==> config.mk <==
export PLATFORM = sky130hd
export DESIGN_NAME = gerador_pulso_saida_flat
export DESIGN_NICKNAME = d
export VERILOG_FILES = /design/src/rtl/gerador_pulso_saida_pkg.sv /design/src/rtl/gerador_pulso_saida_if.sv /design/src/rtl/gerador_pulso_saida_temporizador_ciclos.sv /design/src/rtl/gerador_pulso_saida.sv /design/src/flat_wrapper.sv
export SDC_FILE = /design/constraint.sdc
export NUM_CORES = 1
export LEC_CHECK = 0
export CAP_MARGIN = 15
export CELL_PAD_IN_SITES_DETAIL_PLACEMENT = 0
export CELL_PAD_IN_SITES_GLOBAL_PLACEMENT = 1
export CORE_AREA = 2 2 62 64
export CTS_BUF_LIST = sky130_fd_sc_hd__clkbuf_2 sky130_fd_sc_hd__clkbuf_4 sky130_fd_sc_hd__clkbuf_8
export CTS_CLUSTER_DIAMETER = 30
export DETAILED_ROUTE_END_ITERATION = 16
export DIE_AREA = 0 0 64 66
export GPL_ROUTABILITY_DRIVEN = 0
export PLACE_DENSITY_LB_ADDON = 0.1
export SETUP_SLACK_MARGIN = 0.2
export SLEW_MARGIN = 20
export SYNTH_ARGS = -nofsm -noshare
export SYNTH_HDL_FRONTEND = slang
export SYNTH_HIERARCHICAL = 1
export SYNTH_SLANG_ARGS = --single-unit
export TNS_END_PERCENT = 10
==> constraint.sdc <==
create_clock -name clk -period 4 [get_ports clk]
set_clock_uncertainty 0.2 [all_clocks]
set_input_delay 0.4 -clock clk [delete_from_list [all_inputs] [get_ports clk]]
set_output_delay 0.4 -clock clk [all_outputs]
set_load 0.02 [all_outputs]
==> src/rtl/gerador_pulso_saida_pkg.sv <==
// Shared types and helpers for the timed output pulse generator and other timed blocks.
package gerador_pulso_pkg;

    typedef enum logic [1:0] {
        OCIOSO = 2'd0,
        ATIVO  = 2'd1,
        GUARDA = 2'd2
    } estado_pulso_t;

    function automatic int unsigned ms_para_ciclos(input int unsigned freq_hz,
                                                   input int unsigned ms);
        return (freq_hz / 32'd1000) * ms;
    endfunction

endpackage

==> src/rtl/gerador_pulso_saida_if.sv <==
// Trigger/output bundle between the control FSM (master) and the pulse generator (slave).
interface gerador_pulso_saida_if #(
    parameter int unsigned MAX_PENDENTES = 3
) ();
    localparam int unsigned PW = $clog2(MAX_PENDENTES + 1);

    logic          pulso_entrada;
    logic          sinal_saida;
    logic          ocupado;
    logic          descartado;
    logic [PW-1:0] pendentes;

    modport master (
        output pulso_entrada,
        input  sinal_saida,
        input  ocupado,
        input  descartado,
        input  pendentes
    );

    modport slave (
        input  pulso_entrada,
        output sinal_saida,
        output ocupado,
        output descartado,
        output pendentes
    );
endinterface

==> src/rtl/gerador_pulso_saida_temporizador_ciclos.sv <==
// Loadable down-counter; fim is a registered flag that is high while the count is 0.
module temporizador_ciclos #(
    parameter int unsigned LARGURA = 8
) (
    input  logic               clk,
    input  logic               rst_n,
    input  logic               carga,
    input  logic [LARGURA-1:0] valor,
    output logic               fim
);
    logic [LARGURA-1:0] contador;

    always_ff @(posedge clk or negedge rst_n) begin
        if (!rst_n) begin
            contador <= '0;
            fim      <= 1'b1;
        end else if (carga) begin
            contador <= valor;
            fim      <= (valor == '0);
        end else if (contador != '0) begin
            contador <= contador - LARGURA'(1);
            fim      <= (contador == LARGURA'(1));
        end
    end
endmodule

==> src/rtl/gerador_pulso_saida.sv <==
// Turns trigger pulses into a fixed on-time level followed by a guard time.
// Optional trigger queue enabled by defining GERADOR_PULSO_FILA_EN.
module gerador_pulso_saida
    import gerador_pulso_pkg::*;
#(
    parameter int unsigned FREQ_CLK_HZ   = 25_000_000,
    parameter int unsigned TEMPO_ON_MS   = 100,
    parameter int unsigned TEMPO_OFF_MS  = 50,
    parameter int unsigned MAX_PENDENTES = 3
) (
    input  logic                  clk,
    input  logic                  rst_n,
    gerador_pulso_saida_if.slave  bus
);
    localparam int unsigned ON_CICLOS  = ms_para_ciclos(FREQ_CLK_HZ, TEMPO_ON_MS);
    localparam int unsigned OFF_CICLOS = ms_para_ciclos(FREQ_CLK_HZ, TEMPO_OFF_MS);
    localparam int unsigned MAX_CICLOS = (ON_CICLOS > OFF_CICLOS) ? ON_CICLOS : OFF_CICLOS;
    localparam int unsigned CW = $clog2(MAX_CICLOS + 1);
    localparam int unsigned PW = $clog2(MAX_PENDENTES + 1);
    localparam logic [CW-1:0] ON_RECARGA  = CW'(ON_CICLOS - 1);
    localparam logic [CW-1:0] OFF_RECARGA = CW'(OFF_CICLOS - 1);

    estado_pulso_t estado;
    logic [PW-1:0] pendentes_q;
    logic          sinal_q, ocupado_q, descartado_q;
    logic          gatilho, carga, fim, enfileirar, fila_cheia;
    logic [CW-1:0] valor;

    temporizador_ciclos #(.LARGURA(CW)) u_temporizador (
        .clk   (clk),
        .rst_n (rst_n),
        .carga (carga),
        .valor (valor),
        .fim   (fim)
    );

    // The final GUARDA cycle never queues: its trigger starts the next pulse directly.
    always_comb begin
        gatilho    = bus.pulso_entrada;
        carga      = 1'b0;
        valor      = ON_RECARGA;
        enfileirar = gatilho && ((estado == ATIVO) || (estado == GUARDA && !fim));
        case (estado)
            OCIOSO:  carga = gatilho;
            ATIVO: begin
                carga = fim;
                valor = OFF_RECARGA;
            end
            GUARDA:  carga = fim && ((pendentes_q != '0) || gatilho);
            default: carga = 1'b0;
        endcase
`ifdef GERADOR_PULSO_FILA_EN
        fila_cheia = (pendentes_q == PW'(MAX_PENDENTES));
`else
        fila_cheia = 1'b1;
`endif
    end

    always_ff @(posedge clk or negedge rst_n) begin
        if (!rst_n) begin
            estado       <= OCIOSO;
            pendentes_q  <= '0;
            sinal_q      <= 1'b0;
            ocupado_q    <= 1'b0;
            descartado_q <= 1'b0;
        end else begin
            descartado_q <= 1'b0;
            if (enfileirar) begin
                if (fila_cheia) descartado_q <= 1'b1;
                else            pendentes_q  <= pendentes_q + PW'(1);
            end
            case (estado)
                OCIOSO: if (gatilho) begin
                    estado    <= ATIVO;
                    sinal_q   <= 1'b1;
                    ocupado_q <= 1'b1;
                end
                ATIVO: if (fim) begin
                    estado  <= GUARDA;
                    sinal_q <= 1'b0;
                end
                GUARDA: if (fim) begin
                    if ((pendentes_q != '0) || gatilho) begin
                        estado  <= ATIVO;
                        sinal_q <= 1'b1;
                        // A trigger here replaces the queued entry it would consume.
                        if (!gatilho) pendentes_q <= pendentes_q - PW'(1);
                    end else begin
                        estado    <= OCIOSO;
                        ocupado_q <= 1'b0;
                    end
                end
                default: estado <= OCIOSO;
            endcase
        end
    end

    assign bus.sinal_saida = sinal_q;
    assign bus.ocupado     = ocupado_q;
    assign bus.descartado  = descartado_q;
    assign bus.pendentes   = pendentes_q;
endmodule

==> src/flat_wrapper.sv <==
// flat-port wrapper written by rule: the top's interface ports become plain ports
module gerador_pulso_saida_flat import gerador_pulso_pkg::*;
#(
    parameter int unsigned FREQ_CLK_HZ   = 25_000_000,
    parameter int unsigned TEMPO_ON_MS   = 100,
    parameter int unsigned TEMPO_OFF_MS  = 50,
    parameter int unsigned MAX_PENDENTES = 3
)
  (clk, rst_n, bus_pulso_entrada, bus_sinal_saida, bus_ocupado, bus_descartado, bus_pendentes);
  gerador_pulso_saida_if #(.MAX_PENDENTES(MAX_PENDENTES)) bus_i ();
  input  logic clk;
  input  logic rst_n;
  input wire logic [$bits(bus_i.pulso_entrada)-1:0] bus_pulso_entrada;
  output wire logic [$bits(bus_i.sinal_saida)-1:0] bus_sinal_saida;
  output wire logic [$bits(bus_i.ocupado)-1:0] bus_ocupado;
  output wire logic [$bits(bus_i.descartado)-1:0] bus_descartado;
  output wire logic [$bits(bus_i.pendentes)-1:0] bus_pendentes;
  assign bus_i.pulso_entrada = bus_pulso_entrada;
  assign bus_sinal_saida = bus_i.sinal_saida;
  assign bus_ocupado = bus_i.ocupado;
  assign bus_descartado = bus_i.descartado;
  assign bus_pendentes = bus_i.pendentes;
  gerador_pulso_saida #(.FREQ_CLK_HZ(FREQ_CLK_HZ), .TEMPO_ON_MS(TEMPO_ON_MS), .TEMPO_OFF_MS(TEMPO_OFF_MS), .MAX_PENDENTES(MAX_PENDENTES)) u_core (.clk(clk), .rst_n(rst_n), .bus(bus_i));
endmodule
==> results of run 1 <==
==> routing by layer <==
| layer | global-route usage [%] | up-vias |
|---|---|---|
| met3 | 5.96 | 7 |
| met2 | 32.8 | 33 |
| met4 | 9.24 | 0 |
| met5 | 0 | - |
| li1 | - | 752 |
| met1 | 25.1 | 671 |
==> state kept, by name, indices dropped and copies added, names as in the netlist <==
signal / cells
u_core/estado: 2
u_core/bus.descartado: 1
u_core/bus.ocupado: 1
u_core/u_temporizador/fim: 1
u_core/bus.pendentes: 2
u_core/u_temporizador/contador: 22
u_core/bus.sinal_saida: 1
==> layout make-up <==
| cell class | instances | area share, % |
|---|---|---|
| tap | 48 | 2.90 |
| timing repair buffer | 13 | 5.57 |
| inverter | 13 | 2.36 |
| multi-input combinational | 165 | 49.0 |
| sequential | 30 | 36.4 |
| clock buffer | 8 | 3.81 |
==> final timing paths <==
path	startpoint	end	slack, ps	cells after the start
setup / recovery	u_core/u_temporizador/contador[17]	u_core/u_temporizador/contador[1]	1200	5
hold / removal	rst_n	u_core/estado[1]	230	2
setup reg to reg	u_core/u_temporizador/contador[17]	u_core/u_temporizador/contador[1]	1200	5
hold reg to reg	u_core/bus.pendentes[0]	u_core/bus.pendentes[0]	300	1
max in group asynchronous	rst_n	u_core/u_temporizador/fim	3030	2
min in group clk	u_core/bus.pendentes[0]	u_core/bus.pendentes[0]	300	1
==> worst reg2reg max path, stage by stage (launching register included) <==
cell and delay [ps]:
dfrtp_1 430, or4_4 540, or3_1 480, nor3_4 540, mux2_2 400, o21ai_0 130
==> power by group through the flow <==
| stage | combinational, mW | clock, mW | sequential (mW) |
|---|---|---|---|
| global route | 0.308 | 0.248 | 0.490 |
| detailed placement | 0.274 | 0 | 0.481 |
| CTS | 0.276 | 0.230 | 0.476 |
| finish | 0.275 | 0.224 | 0.478 |
| global placement | 0.266 | 0 | 0.476 |
| floorplan | 0.207 | 0 | 0.464 |
==> stage by stage <==
step           util [%]  instance area, um2  hold slack [ps]  instances
3_3_place_gp       56.0                1990              280        269
6_report           58.2                2070              233        277
2_1_floorplan         -                1870            -95.6        218
4_1_cts            58.2                2070              244        277
3_5_place_dp       56.0                1990              303        269
5_1_grt            58.2                2070              244        277
==> cell families (layout without fill, tap and decap cells) <==
kind of cell             count (synthesis)  count (layout)
multiplexers                             3               3
XOR/XNOR                                13              13
adder cells (fa/ha/maj)                  3               3
AND/OR/NAND/NOR                         76              76
buffers and inverters                   23              34
flip-flops                              30              30
AO/OA/AOI/OAI                           48              48
other                                    2              22
==> placed cells by master, fill, tap and decap left out, types with 5 or more instances in the layout <==
| cell | instances |
|---|---|
| xor2_1 | 6 |
| nor2_1 | 11 |
| nand2_1 | 23 |
| a21oi_1 | 9 |
| o21ai_0 | 8 |
| nor3_1 | 9 |
| o31ai_1 | 10 |
| clkbuf_4 | 5 |
| xnor2_1 | 7 |
| buf_4 | 6 |
| inv_1 | 11 |
| clkdlybuf4s50_1 | 7 |
| dfrtp_1 | 29 |
| conb_1 | 22 |
| nor4_1 | 7 |
==> results.md, run 1 <==
- Met3 routed WL: 146 um
- Initial Util: about half
- Flip-flop and latch area: about 750 um2
- Routed length per instance: between 10 and 15 um
- Post-synth top cells: dfrtp_1 (29), nand2_1 (23), inv_1 (11), nor2_1 (11), o31ai_1 (10)
- Multi-input gate area: 1010 um2
- Maxcap violations: 0
- Via/cell ratio: 5.28
- Min Tclk post-route: 2800 ps
- Post-synth EDFFs: 0
- Final worst setup slack: 1200 ps
- Setup Buffers After CTS: 0
- TritonCTS clock tree: yes
- Overflow after GRT: 0
- Worst slew pin tran: 542 ps
- Synth area leaders: dfrtp_1 (40%), nand2_1 (4.8%), o31ai_1 (4.2%), xnor2_1 (3.4%), xor2_1 (2.9%)
- Synth area leader: dfrtp_1
- Period utilisation layout: a little over two thirds
- Hold Crit Class: in2async
- Fin. max-slew vios: 0
- Clock power frac: 23.0%
- Synth Area in XOR/XNOR: under 10%
- # setup viols final: 0
- Psw: 332 uW
- Final #Nets: between 200 and 250
- Routed vias: about 1,500
- Crit Path Max Fanout: 11
- Asr flop ratio synth: 100%
- FILL cells: 318
- CTS buffer count: 5
- DRC: 0
- Flops & latches, synth: 30
- Pleak: ~0.84 nW
- Adder-cell share of the synthesized area: 2.09%
- Drt first pass iters: 4
- Most numerous cell in the Yosys netlist: dfrtp_1
- Fraction of layout cells with a size suffix above 1: between 10% and 20%
- H-tree depth: 2
- Ys Warns: 6
- Post-DRT Antenna Nets: 0
- Area added between synthesis and finish: 15.0%
- Hold Fails Final Rpt: 0
- Seq/Total Area, Yosys: 41.8%
- Die H: between 60 and 70 um
- Synth Cell Area: around 1800 um2
- Initial antenna violation count: 0
- Fmax: 0.357 GHz
- Ports: 8
- WS Path Type: reg2reg
- Site Rows: 22
- Final setup TNS: 0 ps
- Slowest-stage cell, CP: or4_4
- RSZ-0062 raised after global routing: no
- Compound-Gate Fraction of Synth Area: 18.6%
- CP top delay family: simple AND/OR/NAND/NOR gates
- Hold_buf cts: 0
- Comb pwr share: 28.1%
- Max clock buf depth: 2
- Clk sink count: 30
- Post-synthesis mux area share: roughly 1.7%
- Die area: 4220 um2
- WP data arrival: between 2000 and 3000 ps
- Dpl ws: 1250 ps
- Largest family of logic cells by synthesized area: simple AND/OR/NAND/NOR gates
- Core ar.: between 3000 and 4000 um2
- Uppermost layer routed: met4
- Area share of the largest cell type after synthesis: between 40% and 50%
- Crit path buf inv count: 0
- Post-DP HPWL: ~2600 um
- IO Port Bufs: 7
- Sequential power share: around 50%
- CP required: ~4100 ps
- Ant diodes: 0
- Critical Path Max Stage Delay: between 500 and 600 ps
- Clock transition at the registers of the reported paths: 100 ps
- Slew HR: between 60% and 70%
- First-pass GRT wire length: between 6000 and 7000 um
- M1 wire length: approximately 1800 um
- DR WL met2: approximately 1700 um
- WL final: approximately 3800 um
- Outcome: completed
- Crit path cell chain: or4_4, or3_1, nor3_4, mux2_2, o21ai_0
- Root Driver: clkbuf_4
- Largest net degree at the start of global routing: 43
- Total Power: about 1000 uW
- Synth cell types: 52
- Syn avg cell area: a little over 9 um2
- Net Sw Frac: approximately 34%
- Crit end category: flip-flop
- Internal cell power: approximately 640 uW
- Top FF cell, synth: dfrtp_1
- Total track usage: between 20% and 30%
- Vias in the first global route: around 1,400
- Element type at the critical path start: flip-flop
- Worst vdd ir: 0.000221 V
- Cells after synthesis: a little under 200
- Post-Synth Simple-Gate Area: ~23%
- Iteration-0 DRC Markers: between 100 and 150
- Latest clock arrival within the worst-skew pair: around 340 ps
- PostCTS Resize Cnt: 0
- Cell Pwr Density: between 400 and 500 nW/um2
- Die W: about 64 um
Note: power is estimated with default switching activity, not from simulation.
==> run 2, diff against run 1 <==
--- a/config.mk
+++ b/config.mk
@@ -8,11 +8,11 @@
 export CAP_MARGIN = 15
 export CELL_PAD_IN_SITES_DETAIL_PLACEMENT = 0
 export CELL_PAD_IN_SITES_GLOBAL_PLACEMENT = 1
-export CORE_AREA = 2 2 62 64
+export CORE_AREA = 2 2 65 67
 export CTS_BUF_LIST = sky130_fd_sc_hd__clkbuf_2 sky130_fd_sc_hd__clkbuf_4 sky130_fd_sc_hd__clkbuf_8
 export CTS_CLUSTER_DIAMETER = 30
 export DETAILED_ROUTE_END_ITERATION = 16
-export DIE_AREA = 0 0 64 66
+export DIE_AREA = 0 0 67 69
 export GPL_ROUTABILITY_DRIVEN = 0
 export PLACE_DENSITY_LB_ADDON = 0.1
 export SETUP_SLACK_MARGIN = 0.2
==> constraint.sdc (replaced) <==
create_clock -name clk -period 2.7 [get_ports clk]
set_clock_uncertainty 0.2 [all_clocks]
set_input_delay 0.27 -clock clk [delete_from_list [all_inputs] [get_ports clk]]
set_output_delay 0.27 -clock clk [all_outputs]
set_load 0.02 [all_outputs]
==> run 2 against run 1 <==
Compared with the run above:
- sequential power increased by 49%
- utilization is 2.8 points lower
- flip-flop and latch count unchanged
- die area up 9.4%
- register-to-register slack worse by 890 ps
- first-iteration DRC count shrank 34%
- final cell count up 3.2%
- fmax up 17%
- critical endpoint is now u_core/u_temporizador/contador[0]
==> results.md, run 2 (same netlist as run 1, synthesis figures left out) <==
- Crit end category: flip-flop
- Overflow after GRT: 0
- CP required: 2670 ps
- Fin. max-slew vios: 0
- Dpl ws: 206 ps
- Core ar.: between 3000 and 4000 um2
- Final core occ: 55.4%
- Initial Util: a little under half
- Period utilisation layout: about nine tenths
- Area added between synthesis and finish: 20.5%
- Routed vias: approximately 1,500
- Top reg by flops: u_core/u_temporizador/contador
- Total Power: between 1.5 and 2 mW
- Pleak: between 0.8 and 0.9 nW
- WL final: around 3900 um
- Routed length per instance: 13.7 um
- Non-filler instance count after layout: about 290
- First-pass GRT wire length: 7110 um
- Ant diodes: 0
- Met1 Use GR: 26.4%
- Most common cell after layout, fill and taps aside: dfrtp_1
- Via/cell ratio: approximately 5.1
- Post-route cell area: about 2200 um2
- GR Layer Usage met3: a little under 5%
- Ports: 8
- Largest net degree at the start of global routing: 31
- H-tree depth: 2
- Worst vdd ir: approximately 0.00035 V
- Critical Path Max Stage Delay: ~530 ps
- Clock transition at the registers of the reported paths: roughly 70 ps
- Root Driver: clkbuf_8
- Total track usage: roughly a fifth
- WP data arrival: roughly 2400 ps
- Post-DRT Antenna Nets: 0
- Latest clock arrival within the worst-skew pair: 290 ps
- Placed Area: roughly 2000 um2
- Final worst setup slack: roughly 320 ps
- DRC: 0
- Die W: between 60 and 70 um
- Iteration-0 DRC Markers: approximately 70
- Clk sink count: 30
- Crit Path Max Fanout: 12
- Most frequent cells in the layout: dfrtp_1 (29), nand2_1 (23), conb_1 (22)
- Initial antenna violation count: 0
- Post-DP HPWL: 2690 um
- Fmax: around 0.42 GHz
- TritonCTS clock tree: yes
- Vias in the first global route: 1,487
- Site Rows: 23
- Final #Nets: between 200 and 250
- Cell Pwr Density: between 700 and 800 nW/um2
- Hold_buf cts: 0
- Min Tclk post-route: between 2000 and 2500 ps
- Crit path cell chain: or4_4, or3_4, nor3_4, buf_4, xnor2_1, o21ai_1
- Placed Cells: about 280
- Drt first pass iters: 4
- Hold Crit Class: in2async
- Die area: roughly 4600 um2
- Worst hold slack: around 180 ps
- Final setup TNS: 0 ps
- Max clock buf depth: 2
- Max reg flops: 22
- Hold Fails Final Rpt: 0
- CTS buffer count: 5
- RSZ-0062 raised after global routing: yes
- Outcome: completed
- Met2 GRT Util: about a third
- Element type at the critical path start: flip-flop
- WS Path Type: reg2reg
- IO Port Bufs: 7
- # setup viols final: 0
- Top Usage Layer GRT: met2
- Fraction of layout cells with a size suffix above 1: 16.1%
- Maxcap violations: 0
- Slowest-stage cell, CP: or4_4
- Die H: 69 um
- Setup Buffers After CTS: 0
[run 2: where the power goes]
| group | switching [mW] | internal, mW |
|---|---|---|
| Clock | 0.172 | 0.271 |
| Sequential | 0.128 | 0.583 |
| Combinational | 0.210 | 0.198 |
| Total | 0.510 | 1.05 |
[run 2: final timing paths]
kind	start	slack [ps]	to	cells after the start
worst max-delay path	u_core/u_temporizador/contador[17]	320	u_core/u_temporizador/contador[0]	6
worst min-delay path	rst_n	180	u_core/bus.descartado	2
worst max register to register	u_core/u_temporizador/contador[17]	320	u_core/u_temporizador/contador[0]	6
worst min register to register	u_core/u_temporizador/contador[7]	300	u_core/u_temporizador/contador[7]	1
max in group asynchronous	rst_n	1810	u_core/u_temporizador/fim	2
min in group clk	u_core/u_temporizador/contador[7]	300	u_core/u_temporizador/contador[7]	1
[run 2: final cells by class]
class | instances | area (um2)
clock buffer | 5 | 68.8
clock inverter | 3 | 40.0
fill | 372 | 1750
inverter | 13 | 48.8
multi-input combinational | 165 | 1020
sequential | 30 | 752
tap | 50 | 62.6
timing repair buffer | 20 | 171
[run 2: timing repair]
item / 4_1_cts / 5_1_grt
pin swaps: 0 / 0
hold endpoints to repair: 0 / 0
gates resized for setup: 1 / 3
setup endpoints to repair: 1 / 4
[run 2: routing by layer]
layer | routed length [um] | share of wire [%]
met1 | 1850 | 47
met2 | 1880 | 48
met3 | 116 | 3.0
met4 | 68 | 1.7
met5 | 0 | 0
[run 2: worst max-delay path: cells and delay by family (launching register included)]
kind	cells	cell delay, ps
AO/OA/AOI/OAI	1	70
buffers and inverters	1	250
XOR/XNOR	1	150
AND/OR/NAND/NOR	3	1180
flip-flops	1	410
==> run 3, diff against run 2 <==
--- a/config.mk
+++ b/config.mk
@@ -11,6 +11,7 @@
 export CORE_AREA = 2 2 65 67
 export CTS_BUF_LIST = sky130_fd_sc_hd__clkbuf_2 sky130_fd_sc_hd__clkbuf_4 sky130_fd_sc_hd__clkbuf_8
 export CTS_CLUSTER_DIAMETER = 30
+export CTS_CLUSTER_SIZE = 30
 export DETAILED_ROUTE_END_ITERATION = 16
 export DIE_AREA = 0 0 67 69
 export GPL_ROUTABILITY_DRIVEN = 0
==> results of run 3 <==
No change in the layout: final DEF, timing and power equal those of run 2.
